## config.mk

```make
export PLATFORM = sky130hd
export DESIGN_NAME = mesh_job_sequencer
export DESIGN_NICKNAME = d
export VERILOG_FILES = /design/src/rtl/mesh_job_sequencer.sv
export SDC_FILE = /design/constraint.sdc
export NUM_CORES = 1
export LEC_CHECK = 0
export CORE_ASPECT_RATIO = 1.75
export CORE_UTILIZATION = 40
export CTS_CLUSTER_DIAMETER = 150
export DETAILED_ROUTE_END_ITERATION = 6
export MAX_ROUTING_LAYER = met4
export PLACE_DENSITY = 0.79
export SKIP_LAST_GASP = 1
export SYNTH_ARGS = -nofsm -noshare
export SYNTH_HDL_FRONTEND = slang
export SYNTH_SLANG_ARGS = --single-unit
```

## constraint.sdc

```tcl
create_clock -name clk -period 14.68 [get_ports clk]
set_input_delay 3.67 -clock clk [delete_from_list [all_inputs] [get_ports clk]]
set_output_delay 3.67 -clock clk [all_outputs]
set_load 0.02 [all_outputs]
```

## src/rtl/mesh_job_sequencer.sv

```systemverilog
// Job controller for the weight-stationary MAC mesh: preload, start, wait, capture.
// Define WEIGHT_REUSE_EN to add job_reuse and skip LOAD when weights are resident.
module mesh_job_sequencer #(
  parameter int DW          = 8,
  parameter int ROWS        = 8,
  parameter int COLS        = 2,
  parameter int ROW_W       = 3,
  parameter int COL_W       = 1,
  parameter int ACC_W       = 16,
  parameter int COMP_CYCLES = 10,
  parameter int CYCLE_W     = 4
) (
  input  logic                    clk,
  input  logic                    rst,
  input  logic                    job_valid,
`ifdef WEIGHT_REUSE_EN
  input  logic                    job_reuse,
`endif
  output logic                    job_ready,
  input  logic                    w_valid,
  output logic                    w_ready,
  input  logic [DW-1:0]           w_data,
  input  logic                    x_valid,
  output logic                    x_ready,
  input  logic [COLS*DW-1:0]      x_data,
  output logic                    preload_valid,
  output logic [ROW_W+COL_W-1:0]  preload_addr,
  output logic [DW-1:0]           preload_data,
  output logic                    start,
  output logic [COLS*DW-1:0]      x_vector_flat,
  input  logic [ROWS*ACC_W-1:0]   result_flat,
  output logic                    res_valid,
  input  logic                    res_ready,
  output logic [ROWS*ACC_W-1:0]   res_data,
  output logic                    busy
);

  localparam int AW = ROW_W + COL_W;
  localparam logic [AW-1:0] LAST = AW'(ROWS * COLS - 1);
  localparam logic [CYCLE_W-1:0] WAIT_INIT = CYCLE_W'(COMP_CYCLES - 1);

  typedef enum logic [2:0] {
    S_IDLE, S_LOAD, S_ARM, S_START, S_WAIT, S_DONE
  } state_t;

  state_t                 state_q, state_d;
  logic [AW-1:0]          wcnt_q, wcnt_d;
  logic [CYCLE_W-1:0]     ccnt_q, ccnt_d;
  logic                   pv_q, pv_d;
  logic [AW-1:0]          pa_q, pa_d;
  logic [DW-1:0]          pd_q, pd_d;
  logic [COLS*DW-1:0]     xv_q, xv_d;
  logic [ROWS*ACC_W-1:0]  rd_q, rd_d;
  logic                   reuse_hit;

`ifdef WEIGHT_REUSE_EN
  logic loaded_q, loaded_d;

  assign reuse_hit = job_reuse & loaded_q;

  // A fresh load invalidates resident weights until it completes.
  always_comb begin
    loaded_d = loaded_q;
    if (state_q == S_IDLE && job_valid && !job_reuse)
      loaded_d = 1'b0;
    if (state_q == S_LOAD && w_valid && wcnt_q == LAST)
      loaded_d = 1'b1;
  end

  always_ff @(posedge clk or posedge rst) begin
    if (rst) loaded_q <= 1'b0;
    else     loaded_q <= loaded_d;
  end
`else
  assign reuse_hit = 1'b0;
`endif

  always_ff @(posedge clk or posedge rst) begin
    if (rst) begin
      state_q <= S_IDLE;
      wcnt_q  <= '0;
      ccnt_q  <= '0;
      pv_q    <= 1'b0;
      pa_q    <= '0;
      pd_q    <= '0;
      xv_q    <= '0;
      rd_q    <= '0;
    end else begin
      state_q <= state_d;
      wcnt_q  <= wcnt_d;
      ccnt_q  <= ccnt_d;
      pv_q    <= pv_d;
      pa_q    <= pa_d;
      pd_q    <= pd_d;
      xv_q    <= xv_d;
      rd_q    <= rd_d;
    end
  end

  always_comb begin
    state_d = state_q;
    wcnt_d  = wcnt_q;
    ccnt_d  = ccnt_q;
    pv_d    = 1'b0;
    pa_d    = pa_q;
    pd_d    = pd_q;
    xv_d    = xv_q;
    rd_d    = rd_q;
    unique case (state_q)
      S_IDLE: begin
        if (job_valid) begin
          wcnt_d  = '0;
          state_d = reuse_hit ? S_ARM : S_LOAD;
        end
      end
      S_LOAD: begin
        if (w_valid) begin
          pv_d   = 1'b1;
          pa_d   = wcnt_q;
          pd_d   = w_data;
          wcnt_d = wcnt_q + 1'b1;
          if (wcnt_q == LAST) state_d = S_ARM;
        end
      end
      S_ARM: begin
        if (x_valid) begin
          xv_d    = x_data;
          state_d = S_START;
        end
      end
      S_START: begin
        ccnt_d  = WAIT_INIT;
        state_d = S_WAIT;
      end
      S_WAIT: begin
        if (ccnt_q == '0) begin
          rd_d    = result_flat;
          state_d = S_DONE;
        end else begin
          ccnt_d = ccnt_q - 1'b1;
        end
      end
      S_DONE: begin
        if (res_ready) state_d = S_IDLE;
      end
      default: state_d = S_IDLE;
    endcase
  end

  // job_ready is masked during reset so every output reads 0 while rst is held.
  always_comb begin
    job_ready = (state_q == S_IDLE) && !rst;
    w_ready   = (state_q == S_LOAD);
    x_ready   = (state_q == S_ARM);
    start     = (state_q == S_START);
    res_valid = (state_q == S_DONE);
    busy      = (state_q != S_IDLE);
  end

  assign preload_valid = pv_q;
  assign preload_addr  = pa_q;
  assign preload_data  = pd_q;
  assign x_vector_flat = xv_q;
  assign res_data      = rd_q;

endmodule

```

==> metrics.md, run 1 <==
| Metric | Value |
|---|---|
| Syn avg cell area | ~16 um^2 |
| Max-slew headroom | 40.24% |
| GR met3 Demand/Resource | 5.811% |
| Cell variety after synth | 31 |
| Setup TNS | 0 ns |
| GP Congestion | 0.8038 |
| Arr. time, crit path | between 4 and 5 ns |
| Hold path depth | 1 |
| Aggregate global routing overflow | 0 |
| Pre-CTS WS | 6.110 ns |
| Crit path launch type | primary input |
| Outcome | complete, no violations |
| First-pass GRT wire length | 26.00 mm |
| Worst hold start | ccnt_q[3] |
| Setup fix buffers added after clock tree synthesis | 0 |
| RSZ-0062 raised after global routing | no |
| Initial antenna violation count | 1 |
| Routed vias | 4565 |
| Most used routing layer | met2 |
| Post-DP HPWL | 13.01 mm |
| Vias per cell | just under 5 |
| Post-Syn Area | 6569 um^2 |
| Clock transition at the registers of the reported paths | 0.07 ns |
| CP Capture Type | output pin |
| Fmax | between 100 and 150 MHz |
| Critical path data required time | between 10 and 15 ns |
| Lkg Pwr | 0.004368 uW |
| WL final | 17.12 mm |
| Critical R2R Capture | res_data[52] |
| All-Layer GR Usage | 20.79% |
| CTS tree | yes |
| Hold WC Path Type | flop to flop |
| Worst reg2reg startpoint | ccnt_q[0] |
| Finish-stage setup viols | 0 |
| Layout Cells excl Fill | 927 |
| Worst skew pair latency | 0.41 ns |
| DIE AREA | 16960 um^2 |
| GR Util met2 | 37.09% |
| CTS resizes | 0 |
| MaxCap Viol Count | 0 |
| Hold buffers post-CTS | 0 |
| Final period util | 58.33% |
| Hold Fails Final Rpt | 0 |
| Post-route ant nets | 0 |
| Area growth syn-to-layout | 58.30% |
| Num CTS Buffers | 17 |
| Slew Viols, Final | 0 |
| Setup WS post-layout | 6.117 ns |
| Initial DRT Pass Iterations | 4 |
| Buffers on Ports | 320 |
| Initial DRC Count | 88 |
| PD cells | around 220 nW/um^2 |
| Site row count | 61 |
| Yosys reg bits | 168 |
| Worst reg2reg setup slack | 11.69 ns |
| Drt drc | 0 |
| Worst-Margin Slew | 0.8964 ns |
| Layout cells sized above 1 | about a quarter |
| Top-area cell type share of the netlist area | 64.00% |
| Maximum vdd drop | 0.1163 mV |
| Die Span Y | about 170 um |
| Global Route met1 Usage | 21.66% |
| Number of global-route vias before repair | 4880 |
| Largest net degree at the start of global routing | 100 |
| Part of the Yosys area used for sequential elements | 64.00% |
| H-tree depth | 4 |
| Core area | 15950 um^2 |
| CTS sink count | between 150 and 200 |
| Final min period | 8.563 ns |
| Die width | 98.87 um |
| Clk buf depth | 2 |
| Cells after Synth | 404 |
| CTS root buf | clkbuf_16 |
| Worst hold margin | 0.4810 ns |
| CP Class | primary input to output pin |
| Area contributors post-synth | dfrtp_1 64%, mux2_2 27%, clkbuf_8 1.7% |
| Yosys warns | 0 |
| Worst Hold End | ccnt_q[3] |
| Cell taking the most area after synthesis | dfrtp_1 |
| Critical Path Fanout Max | 2 |
| R2R depth | 6 |
| # IOs | ~320 |
| Final Net Count | 886 |
| Initial core utilization | 41.18% |
| Clock skew | 0.01294 ns |
| Dpl cells | 895 |
| WL per Instance | 18.46 um |
| Synth Net Count | 565 |
-- sequential cells by signal, indices dropped and copies added (netlist names) --
signal	flops
ccnt_q	4
x_vector_flat	16
preload_data	8
preload_valid	1
state_q	3
wcnt_q	4
res_data	128
preload_addr	4
-- cell usage after synthesis --
cell type  count
a31o_2         1
clkbuf_8       8
mux2i_1        4
dfrtp_1      168
or2b_1         1
and2_1         1
a211oi_1       2
nand3b_1       2
or4_1          1
nand2b_1       4
inv_1          5
nand2_1        4
buf_6          6
or3b_4         1
buf_2          2
o31ai_1        2
o311a_1        1
or3_1          2
nor2_1         7
a21oi_1        2
o211ai_1       2
or4_4          1
clkbuf_1       5
nand4bb_1      1
nor3_1         2
and3b_1        1
ha_1           3
nand3_1        4
mux2_2       157
a22o_1         2
nor3b_1        2
-- cells in the final DEF (no fill, tap or decap), types with 3 or more instances in the layout --
cell type	n
nor2_1	7
mux2i_1	4
clkbuf_16	17
inv_8	3
clkinv_4	4
nand3_1	4
buf_4	3
nand2b_1	4
ha_1	3
nand2_1	4
dfrtp_1	168
inv_6	4
mux2_2	157
clkdlybuf4s50_1	320
inv_1	4
-- critical path, cell delays in order --
cell	delay, ns
clkdlybuf4s50_1	0.48
nor2_1	0.13
clkdlybuf4s50_1	0.60
-- logic make-up (layout without fill, tap and decap cells) --
group / after synthesis / count (layout) / synth area share, %
adder cells (fa/ha/maj): 3 / 3 / 0.5715
multiplexers: 161 / 161 / 27.52
AND/OR/NAND/NOR: 34 / 34 / 3.086
flip-flops: 168 / 168 / 64.00
other: 0 / 1 / 0
buffers and inverters: 26 / 359 / 3.429
AO/OA/AOI/OAI: 12 / 12 / 1.390
-- through the flow --
step | utilization (%) | instance area, um^2 | power, uW
2_1_floorplan | - | 6569 | 1324
3_3_place_gp | 61.62 | 9829 | 1860
3_5_place_dp | 61.62 | 9829 | 1895
4_1_cts | 65.17 | 10400 | 2333
5_1_grt | 65.19 | 10400 | 2417
6_report | 65.19 | 10400 | 2307
-- where the power goes --
part | internal (uW) | switching, uW
Clock | 239 | 190
Sequential | 686 | 126
Combinational | 576 | 490
-- metal layers --
metal | part of all wire (%) | wire [um] | vias to the layer above
li1 | - | - | 2067
met1 | 35 | 6039 | 2273
met2 | 56 | 9607 | 207
met3 | 6.9 | 1180 | 18
met4 | 1.7 | 289 | 0
met5 | 0 | 0 | -
-- final cells by class --
| class | count | area (um^2) |
|---|---|---|
| clock inverters | 13 | 137.6 |
| repair buffers | 323 | 3226 |
| well taps | 189 | 236.5 |
| multi-input cells | 210 | 2140 |
| inverters | 5 | 23.77 |
| clock buffers | 18 | 429.2 |
| flip-flops and latches | 168 | 4204 |
| diodes | 1 | 2.502 |
| fillers | 1157 | 5553 |
-- how the worst max path moves through the flow --
| stage | from | end | depth (start not counted) |
|---|---|---|---|
| detailed placement | rst | job_ready | 3 |
| global route | rst | job_ready | 3 |
| CTS | rst | job_ready | 3 |
| floorplan | rst | ccnt_q[0] | 1 |
| global placement | rst | job_ready | 3 |
| finish | rst | job_ready | 3 |
Power figures use the tool's default switching activity.
==> inputs of run 2 (changes only) <==
- CORE_UTILIZATION: 40 -> 37
- PLACE_DENSITY: 0.79 -> 0.77
- clock period: 14.68 -> 7.7 ns (I/O delays scaled with it)
==> run 2 against run 1 <==
Die area increased by 8.0%. Sequential cell count did not move. First-iteration DRC count fell by 8.0%.
==> metrics.md, run 2 (synthesis gave the netlist of run 1 again) <==
| Metric | Value |
|---|---|
| Outcome | complete, no violations |
| Setup TNS | 0 ns (unchanged) |
| H-tree depth | 4 (unchanged) |
| Final min period | 5.072 ns |
| Number of fill cells in the layout | 1426 (+23%) |
| Fmax | 197.2 MHz |
| Arr. time, crit path | 3.15 ns (-1.74 ns) |
| # IOs | 321 (unchanged) |
| Register area | 4204 um^2 (unchanged) |
| Vias per cell | 4.742 (-3.7%) |
| CTS sink count | 168 (unchanged) |
| Setup fix buffers added after clock tree synthesis | 0 (unchanged) |
| Clock transition at the registers of the reported paths | 0.06 ns (about the same) |
| Initial core utilization | 37.63% (-3.6 points) |
| Die width | 102.7 um (+3.9%) |
| Final Net Count | 886 (unchanged) |
| Max FFs per register | 128 (unchanged) |
| PD cells | 430.7 nW/um^2 (+94%) |
| Final Util | 60.29% (-4.9 points) |
| Clock skew | 0.009375 ns (-0.003570 ns) |
| CTS resizes | 0 (unchanged) |
| Site row count | 64 (+4.9%) |
| Hold buffers post-CTS | 0 (unchanged) |
| Critical Path Fanout Max | 2 (unchanged) |
| All-Layer GR Usage | 20.08% (-0.71 points) |
| Number of global-route vias before repair | 5111 (+4.7%) |
| Die Span Y | 178.3 um (+3.9%) |
| Post-DP HPWL | 13.14 mm (+1.0%) |
| Crit path launch type | primary input |
| GR met3 Demand/Resource | 5.055% (-0.76 points) |
| Num CTS Buffers | 17 (unchanged) |
| Critical path endpoint | job_ready |
| Initial antenna violation count | 0 (-1) |
| Crit path from | rst |
| Area growth syn-to-layout | 60.23% |
| Diode count | 0 (-1) |
| Post-route cell area | 10530 um^2 (+1.2%) |
| Routed vias | 4590 (+0.55%) |
| Most frequent cells in the layout | 320 x clkdlybuf4s50_1, 168 x dfrtp_1, 157 x mux2_2 |
| Hold WC Path Type | flop to flop |
| R2R depth | 6 (unchanged) |
| Leading cell type in the layout, fill and taps excluded | clkdlybuf4s50_1 |
| Worst reg2reg setup slack | 4.71 ns (-6.98 ns) |
| DIE AREA | 18310 um^2 (+8.0%) |
| MaxCap Viol Count | 0 (unchanged) |
| Area occupied by multi-input gates | 2140 um^2 (unchanged) |
| Post-route ant nets | 0 (unchanged) |
| Worst skew pair latency | 0.42 ns (about the same) |
| Worst-Margin Slew | 0.9702 ns (+0.07377 ns) |
| Global Route met1 Usage | 19.33% (-2.3 points) |
| CP Class | primary input to output pin |
| RSZ-0062 raised after global routing | no |
| First-pass GRT wire length | 26.23 mm (+0.90%) |
| GR Util met2 | 36.61% (-0.48 points) |
| Hold Fails Final Rpt | 0 (unchanged) |
| Finish-stage setup viols | 0 (unchanged) |
| CTS root buf | clkbuf_16 |
| WL per Instance | 18.22 um (-1.3%) |
| Initial DRC Count | 81 (-8.0%) |
| Critical R2R Capture | res_data[14] |
| Layout Cells excl Fill | 968 (+4.4%) |
| WL final | 17.64 mm (+3.0%) |
| CTS tree | yes |
| Maximum vdd drop | 0.2213 mV (+90%) |
| Initial DRT Pass Iterations | 4 (unchanged) |
| Aggregate global routing overflow | 0 (unchanged) |
| Layout cells sized above 1 | 26.19% (-0.14 points) |
| Largest net degree at the start of global routing | 111 (+11%) |
| Buffers on Ports | 320 (unchanged) |
| Worst reg2reg startpoint | ccnt_q[0] |
| Clk buf depth | 2 (unchanged) |
| Slew Viols, Final | 0 (unchanged) |
| Max-slew headroom | 35.32% (-4.9 points) |
| Core area | 17460 um^2 (+9.4%) |
| Final period util | 65.86% |
| Lkg Pwr | 0.004398 uW (+0.68%) |
| GP Congestion | 0.8061 (+0.29%) |
| Drt drc | 0 (unchanged) |
| Most used routing layer | met2 |
| CP Capture Type | output pin |
| Post-DP Area | 9882 um^2 (+0.53%) |
| Critical path data required time | 5.78 ns (-5.23 ns) |
| Dpl cells | 937 (+4.7%) |
[run 2: cell types whose count changed in the layout (fill, tap and decap cells not counted)]
cell	change
bufinv_16	+4
clkbuf_1	+1
clkbuf_8	+1
clkinv_4	-2
clkinvlp_4	+1
diode_2	-1
inv_6	-2
inv_8	-3
[run 2: report_power, final]
part	switching, uW	leakage [uW]	total, uW	internal [uW]
clock network	350	0.000307	935	585
registers	245	0.00199	1550	1310
logic	944	0.00210	2040	1100
[run 2: worst min path at each step]
stage,cells after the start,endpoint,slack [ns],from
final,1,ccnt_q[3],0.50,ccnt_q[3]
after global routing,1,res_data[30],0.52,res_data[30]
after detailed placement,1,res_data[85],0.49,res_data[85]
after floorplan,1,ccnt_q[3],0.45,ccnt_q[3]
after CTS,1,res_data[85],0.51,res_data[85]
after global placement,1,ccnt_q[3],0.46,ccnt_q[3]
[run 2: final cells by class]
type                    count  share of cell area [%]
well taps                 231                   2.746
repair buffers            323                   30.65
flip-flops and latches    168                   39.94
multi-input cells         210                   20.33
inverters                   5                  0.2259
clock inverters            11                   1.866
clock buffers              20                   4.244
[run 2: metal layers]
layer	vias to the layer above	wire, um
li1	2068	-
met1	2289	5798
met2	205	10210
met3	28	1095
met4	0	530
met5	-	0
[run 2: worst max-delay path, cell delays in order]
cell	delay (ns)
clkdlybuf4s50_1	0.49
nor2_1	0.13
clkdlybuf4s50_1	0.60
[run 2: metrics by stage]
stage                     power, uW  hold WS [ns]  setup WS [ns]
final                          4533        0.4975          2.628
after global routing           4744        0.5166          2.594
after CTS                      4581        0.5053          2.624
after detailed placement       3628        0.4913          2.628
after global placement         3538        0.4619          2.572
after floorplan                2525        0.4471          1.228
